**src/rtl/fetch_pkg.sv**
```systemverilog
// Shared types and constants for the instruction fetch queue.
package fetch_pkg;

  localparam int XLEN = 32;

  // addi x0, x0, 0 -- presented to decode whenever the queue is empty
  localparam logic [XLEN-1:0] NOP_INSTR = 32'h00000013;

  typedef struct packed {
    logic [XLEN-1:0] instr;
    logic [XLEN-1:0] pc;
    logic [XLEN-1:0] pcplus4;
  } fq_entry_t;

endpackage

```
**src/rtl/fq_mem.sv**
```systemverilog
// Entry storage for the fetch queue: one synchronous write port, one asynchronous read port.
module fq_mem
  import fetch_pkg::*;
#(
  parameter int DEPTH = 4,
  parameter int AW    = $clog2(DEPTH)
) (
  input  logic          clk,
  input  logic          we,
  input  logic [AW-1:0] waddr,
  input  fq_entry_t     wdata,
  input  logic [AW-1:0] raddr,
  output fq_entry_t     rdata
);

  fq_entry_t mem [DEPTH];

  // NOTE: storage is deliberately left unreset; the pointers and count alone decide
  // which entries are meaningful, so resetting the array would only cost flops.
  always_ff @(posedge clk) begin
    if (we) mem[waddr] <= wdata;
  end

  assign rdata = mem[raddr];

endmodule

```
**src/rtl/fetch_queue.sv**
```systemverilog
// Fetch-to-decode instruction queue: circular buffer with valid/ready on both sides
// and a single-cycle flush for branch/jump redirects.
module fetch_queue
  import fetch_pkg::*;
#(
  parameter int WIDTH = XLEN,
  parameter int DEPTH = 4
) (
  input  logic                     clk,
  input  logic                     rst,
  input  logic                     flush,
  input  logic                     f_valid,
  output logic                     f_ready,
  input  logic [WIDTH-1:0]         f_instr,
  input  logic [WIDTH-1:0]         f_pc,
  input  logic [WIDTH-1:0]         f_pcplus4,
  output logic                     d_valid,
  input  logic                     d_ready,
  output logic [WIDTH-1:0]         d_instr,
  output logic [WIDTH-1:0]         d_pc,
  output logic [WIDTH-1:0]         d_pcplus4,
  output logic [$clog2(DEPTH):0]   count
);

  localparam int AW = $clog2(DEPTH);
  localparam int CW = AW + 1;

  logic [AW-1:0] rd_ptr;
  logic [AW-1:0] wr_ptr;
  logic          push;
  logic          pop;
  fq_entry_t     wr_entry;
  fq_entry_t     rd_entry;

  assign f_ready = (count != CW'(DEPTH));
  assign d_valid = (count != '0);

  // Reset is folded in so a fetch arriving during reset never touches storage.
  assign push = f_valid & f_ready & ~flush & rst;
  assign pop  = d_valid & d_ready & ~flush & rst;

  assign wr_entry = '{instr: f_instr, pc: f_pc, pcplus4: f_pcplus4};

  fq_mem #(.DEPTH(DEPTH), .AW(AW)) u_mem (
    .clk   (clk),
    .we    (push),
    .waddr (wr_ptr),
    .wdata (wr_entry),
    .raddr (rd_ptr),
    .rdata (rd_entry)
  );

  // NOTE: sequential state uses non-blocking assignments so every register samples
  // the pre-edge values of its neighbours, independent of statement order.
  always_ff @(posedge clk) begin
    if (!rst || flush) begin
      rd_ptr <= '0;
      wr_ptr <= '0;
      count  <= '0;
    end else begin
      if (push) wr_ptr <= wr_ptr + 1'b1;
      if (pop)  rd_ptr <= rd_ptr + 1'b1;
      case ({push, pop})
        2'b10:   count <= count + 1'b1;
        2'b01:   count <= count - 1'b1;
        default: count <= count;
      endcase
    end
  end

  // NOTE: every output gets its empty-queue value first so no path leaves it unassigned.
  always_comb begin
    d_instr   = NOP_INSTR;
    d_pc      = '0;
    d_pcplus4 = '0;
    if (d_valid) begin
      d_instr   = rd_entry.instr;
      d_pc      = rd_entry.pc;
      d_pcplus4 = rd_entry.pcplus4;
    end
  end

endmodule
```
**config.mk**
```make
export PLATFORM = sky130hd
export DESIGN_NAME = fetch_queue
export DESIGN_NICKNAME = d
export VERILOG_FILES = /design/src/rtl/fetch_pkg.sv /design/src/rtl/fq_mem.sv /design/src/rtl/fetch_queue.sv
export SDC_FILE = /design/constraint.sdc
export NUM_CORES = 1
export LEC_CHECK = 0
export ABC_AREA = 1
export ABC_CLOCK_PERIOD_IN_PS = 9400
export BUFFER_PORTS_ARGS = -buffer_cell sky130_fd_sc_hd__buf_2
export CAP_MARGIN = 20
export CORE_ASPECT_RATIO = 0.9
export CORE_MARGIN = 1.5
export CORE_UTILIZATION = 60
export DETAILED_ROUTE_END_ITERATION = 16
export PLACE_DENSITY = 0.88
export SLEW_MARGIN = 20
export SYNTH_ARGS = -nofsm -noshare
export SYNTH_HDL_FRONTEND = slang
export SYNTH_SLANG_ARGS = --single-unit
```
**constraint.sdc**
```tcl
create_clock -name clk -period 9.4 [get_ports clk]
set_input_delay 0.94 -clock clk [delete_from_list [all_inputs] [get_ports clk]]
set_output_delay 0.94 -clock clk [all_outputs]
set_load 0.02 [all_outputs]
```
==> key figures, run 1 <==
Power
  – Internal power: a little under 3 mW
  – Peak supply drop: roughly 200 uV
  – Clock share of power: around 43%
  – Sw frac: 19.1%
  – Sw Pwr: 688 uW
  – Leakage: 6.50 nW
  – Share of power burned in registers: between 50% and 60%
  – Comb power frac: 3.3%
  – Power Density: between 200 and 250 nW/um^2

Setup path
  – WP buf/inv: 3
  – R2r setup slk: 6.55 ns
  – Critical-path maximum fanout: 54
  – Setup crit start kind: register
  – Reg2reg start: count[1]$_SDFFE_PP0P_
  – Critical path type: reg2out
  – Crit end category: primary output
  – Crit path max-delay cell type: dfxtp_4
  – R2R cell count: 6
  – Max stage delay on crit path: roughly 0.76 ns
  – Worst setup path endpoint: d_pc[3]
  – R2r endpoint: u_mem.mem[0][13]$_DFFE_PP_
  – Critical path depth: 6
  – Arr. time, crit path: around 3.5 ns
  – CP required: 8.46 ns
  – CP top delay family: buffers and inverters
  – CP Cell Sequence: clkinv_2, buf_4, nor2_1, o21ai_0, a21oi_1, buf_2

Logic synthesis
  – Synth top area share: approximately three quarters
  – Area leader, netlist: edfxtp_1
  – Post-synthesis sequential area ratio: between 70% and 80%
  – Top cells by area, synth: edfxtp_1, nor2_1, o21ai_0
  – Post-Syn Area: approximately 15,000 sq um
  – Synthesized net count: between 1,000 and 1,500
  – Primary FF master, synth: edfxtp_1
  – Number of synthesized flops with an enable pin: 384
  – Cell with the most instances after synthesis: nor2_1
  – Synthesized flop and latch total: between 300 and 400
  – Synth unique cells: 17
  – Top cells by count, synth: nor2_1, edfxtp_1, o21ai_0
  – Synthesized instance count: roughly 1,200
  – Average size of a mapped cell: ~13 sq um
  – Yosys warnings: 0
  – Ys async rst share: 0%

CTS
  – Root buf cell: clkbuf_16
  – Clk_lat worst skew: around 0.51 ns
  – Number of H-tree levels: 2
  – Post-CTS Setup Bufs: 0
  – Clock Tree Buf Depth: 3
  – CTS tree: done
  – Resized Gates After CTS: 0
  – Post-CTS Hold Buffers: 0
  – Clock sink count: between 300 and 400
  – CTS clock-pin slew for the worst setup and hold paths: around 0.050 ns
  – CTS Buf Count: 38

Min path
  – Worst hold path class: reg2reg

Placed design
  – I/O Buffers: approximately 200
  – Dpl hpwl: roughly 19 mm
  – RD Place Congestion: roughly 0.8

Timing
  – Fin crit period: around 4.4 ns
  – Clk_skew: ~0.018 ns
  – Final worst path period share: between 40 and 50%
  – Measured slew at the worst slew-check pin: roughly 0.9 ns
  – Final Max Tran Viols: 0
  – Setup TNS: 0 ns
  – WHS: about 0.51 ns
  – Final Setup Violations: 0
  – Max_slew headroom: between 30% and 40%
  – Fmax: 228 MHz
  – RSZ-0062 raised after global routing: no
  – Fin. Hold Viols: 0

Cells and area
  – Area Overhead vs Synth: 16.1%
  – Fillers: roughly 1,600
  – Final nets: ~1,500
  – Layout cell share with drive strength beyond 1: between 10% and 20%

Drt
  – DR vias: 9,994
  – Total Routed Length: between 30 and 40 mm
  – Post-DRT Antenna Nets: 0
  – Post-route DRC: 0
  – DRT iter0 DRCs: roughly 1,200
  – Pre-antenna DRT Iters: 7
  – Vias per cell: ~5.7
  – DR WL/cell: roughly 19 um

Global route
  – Antenna violations before repair: 2
  – Largest net degree at the start of global routing: 103
  – Vias in the first global route: roughly 10,000
  – Gr usage total: between 20% and 30%
  – First-pass GRT wire length: between 50 and 60 mm
  – Total gr overflow: 0

Floorplan
  – Die Ht: 155 um
  – Initial Util: 60.9%
  – Chip width: approximately 170 um
  – Die area: 26,500 sq um
  – IO Pins: 202
  – Num rows: 55
  – Core area: approximately 25,000 sq um

Status
  – Outcome: finished clean

Flow run
  – MaxCap Viol Count: 0
==> state kept, by name, summed over array words and instances (netlist names), named ones only <==
signal,count
u_mem.mem,384
rd_ptr,2
wr_ptr,2
count,3
==> cell families after synthesis <==
kind of cell,Yosys count,share of synthesized area [%]
AO/OA/AOI/OAI,295,9.65
adder cells (fa/ha/maj),6,0.540
buffers and inverters,94,2.99
flip-flops,393,76.5
AND/OR/NAND/NOR,417,10.3
==> stage by stage <==
step	cell area [sq um]	total power, mW	setup slack, ns	cells	utilization, %
3_5_place_dp	16500	2.10	5.62	1689	65.7
3_3_place_gp	16500	2.10	5.66	1689	65.7
4_1_cts	17800	3.61	5.05	1755	70.7
2_1_floorplan	15300	2.04	3.48	1205	-
5_1_grt	17800	3.69	4.83	1756	70.7
6_report	17800	3.59	5.01	1757	70.7
==> power by group through the flow <==
stage / Combinational [mW] / Sequential, mW / Clock, mW
after floorplan: 0.0528 / 1.99 / 0
after global placement: 0.112 / 1.98 / 0
after detailed placement: 0.116 / 1.99 / 0
after CTS: 0.117 / 1.95 / 1.54
after global routing: 0.129 / 1.95 / 1.61
final: 0.118 / 1.95 / 1.53
==> worst min-delay path by stage <==
stage | slack, ns | endpoint | start | cells after the start
after floorplan | 0.46 | register | rd_ptr[1]$_SDFFE_PP0P_ | 2
after global placement | 0.50 | register | rd_ptr[1]$_SDFFE_PP0P_ | 2
after detailed placement | 0.51 | register | rd_ptr[1]$_SDFFE_PP0P_ | 2
after CTS | 0.52 | register | rd_ptr[1]$_SDFFE_PP0P_ | 2
after global routing | 0.54 | register | rd_ptr[1]$_SDFFE_PP0P_ | 2
final | 0.51 | register | rd_ptr[1]$_SDFFE_PP0P_ | 2
==> area by class of cell <==
type,count,area (sq um),share of cell area [%]
antenna,2,5.00,0.0282
clock buffer,51,1060,5.99
clock inverter,15,193,1.08
inverter,21,83.8,0.472
multi-input combinational,718,3170,17.8
sequential,393,11700,65.9
tap,342,428,2.41
timing repair buffer,215,1110,6.25
==> cell usage in the layout (no fill, tap or decap), drive strengths merged <==
cell type  synthesis  routed
inv               21      19
bufinv             0       5
ha                 5       5
fa                 1       1
edfxtp           384     384
nand3              6       6
clkinv             0      12
buf               46     215
diode              0       2
o21ai            192     192
nand2             26      26
a21oi            103     103
clkbuf            27      51
dfxtp              9       9
nor2             385     385
==> tightest hold or removal path, delay by kind of cell, from the launching register on <==
kind             cells  cell delay (ns)
AND/OR/NAND/NOR      1             0.07
AO/OA/AOI/OAI        1             0.08
flip-flops           1             0.32
==> routing by layer <==
metal / global-route usage [%] / vias up / part of all wire [%]
met5: 0 / - / 0
met4: 8.77 / 0 / 2.2
met3: 4.40 / 57 / 8.1
met2: 42.7 / 496 / 50
met1: 33.4 / 4815 / 40
li1: - / 4626 / -
Note: power is estimated with default switching activity, not from simulation.
==> run 2: changes to the inputs <==
Settings changed: ABC_CLOCK_PERIOD_IN_PS 9400 to 4500, CORE_UTILIZATION 60 to 57, PLACE_DENSITY 0.88 to 0.85.
Clock period 9.4 ns to 4.5 ns, I/O delays scaled along.
==> key figures, run 2 (synthesis results as in run 1) <==
Min path
  – Worst hold path class: in2reg
  – Hold Crit Depth: 1

Cells and area
  – Fillers: 1,760
  – Most frequent cells in the layout: edfxtp_1, nor2_1, buf_2
  – Multi-input combinational cell area: 3170 sq um
  – Max reg flops: between 300 and 400
  – Final Util: 67.8%
  – Reg with most FFs: u_mem.mem
  – Biggest regs: u_mem.mem (384), count (3)
  – Storage cell area: between 10,000 and 15,000 sq um
  – Final nets: about 1,500
  – Fin cells: 1,773
  – Commonest non-fill, non-tap cell in the layout: edfxtp_1
  – Area Overhead vs Synth: 16.1%
  – Layout cell share with drive strength beyond 1: between 10% and 20%

Timing
  – Max_slew headroom: between 30 and 40%
  – Final worst path period share: 69.5%
  – RSZ-0062 raised after global routing: no
  – Fin crit period: around 3.1 ns
  – Measured slew at the worst slew-check pin: roughly 0.95 ns
  – Setup TNS: 0 ns
  – Final Setup Violations: 0
  – Final Max Tran Viols: 0
  – Clk_skew: roughly 0.011 ns
  – Fmax: ~320 MHz
  – Fin. Hold Viols: 0

Drt
  – Vias per cell: 5.58
  – Total Routed Length: around 33 mm
  – Top layer in use: met5
  – Post-route DRC: 0
  – DR WL/cell: between 15 and 20 um
  – Pre-antenna DRT Iters: 5
  – DR WL met2: 16.5 mm
  – DR vias: slightly below 10,000
  – Post-DRT Antenna Nets: 0
  – WL met3: roughly 2.5 mm
  – DRT iter0 DRCs: about 860
  – Met1 wire length: between 10 and 15 mm

CTS
  – Post-CTS Hold Buffers: 0
  – Number of H-tree levels: 2
  – Post-CTS Setup Bufs: 0
  – Root buf cell: clkbuf_16
  – CTS tree: done
  – CTS Buf Count: 39
  – Clock sink count: 393
  – Resized Gates After CTS: 0
  – CTS clock-pin slew for the worst setup and hold paths: about 0.060 ns
  – Clock Tree Buf Depth: 3
  – Clk_lat worst skew: just over 0.5 ns

Floorplan
  – Num rows: 56
  – Core area: around 26,000 sq um
  – Die area: roughly 28,000 sq um
  – Chip width: around 180 um
  – IO Pins: 202
  – Die Ht: between 150 and 200 um
  – Initial Util: roughly 60%

Flow run
  – MaxCap Viol Count: 0

Global route
  – Gr usage total: ~23%
  – Antenna violations before repair: 7
  – Vias in the first global route: roughly 9,500
  – Largest net degree at the start of global routing: about 110
  – First-pass GRT wire length: 49.4 mm
  – Total gr overflow: 0

Placed design
  – I/O Buffers: between 200 and 250
  – Dpl hpwl: approximately 18 mm
  – RD Place Congestion: just over 0.8
  – Placed cells: 1,699

Setup path
  – Crit end category: primary output
  – Critical path type: reg2out
  – Setup crit start kind: register
  – CP top delay family: buffers and inverters
  – CP Cell Sequence: inv_4, buf_4, o21ai_0, a21oi_1, buf_2
  – Crit path max-delay cell type: buf_4
  – Critical-path maximum fanout: 74
  – CP required: between 4 and 5 ns
  – Arr. time, crit path: approximately 2.7 ns
  – Max stage delay on crit path: between 0.5 and 0.6 ns
  – R2R cell count: 5
  – Critical path depth: 5
  – WP buf/inv: 3

Power
  – Power Density: between 400 and 500 nW/um^2
  – Power, Total: around 7.3 mW
  – Peak supply drop: 339 uV
  – Leakage: approximately 6.5 nW

Status
  – Outcome: finished clean
[run 2: cell count changes in the layout (fill, tap and decap cells not counted), sizes merged]
cell    previous run  this run
clkbuf            51        49
clkinv            12        20
buf              215       219
diode              2         5
bufinv             5         1
inv               19        20
[run 2: final timing paths]
path / to / slack (ns) / from
hold reg to reg: register / 0.49 / rd_ptr[1]$_SDFFE_PP0P_
setup / recovery: d_pcplus4[16] / 1.37 / register
setup reg to reg: u_mem.mem[0][1]$_DFFE_PP_ / 2.01 / count[1]$_SDFFE_PP0P_
hold / removal: u_mem.mem[1][3]$_DFFE_PP_ / 0.15 / f_pcplus4[3]
[run 2: where the power goes]
group	switching [mW]	internal, mW
sequential	0.00985	4.06
combinational	0.169	0.0751
clock	1.26	1.72
[run 2: stage by stage]
stage	hold slack (ns)	cell area (sq um)	worst slack, ns
final	0.153	17800	1.37
after global routing	0.139	17800	1.20
after CTS	0.137	17800	1.34
after detailed placement	0.491	16600	1.77
after global placement	0.474	16600	1.87
after floorplan	0.463	15300	-1.13
[run 2: worst register-to-register path: cells and delay by family (launching register included)]
kind | cells | cell delay [ns]
flip-flops | 1 | 0.34
AND/OR/NAND/NOR | 3 | 1.24
buffers and inverters | 2 | 0.47
[run 2: layer usage]
layer,vias up,GRT usage (%)
met5,-,0
met4,4,7.98
met3,59,4.63
met2,445,40.6
met1,4743,28.8
li1,4635,-
[run 2: layout make-up]
class                           instances  share of cell area [%]
Clock inverter                         20                   0.676
Antenna cell                            5                  0.0704
Tap cell                              348                    2.45
Timing Repair Buffer                  219                    6.65
Clock buffer                           49                    5.94
Sequential cell                       393                    65.9
Inverter                               21                   0.472
Multi-Input combinational cell        718                    17.8
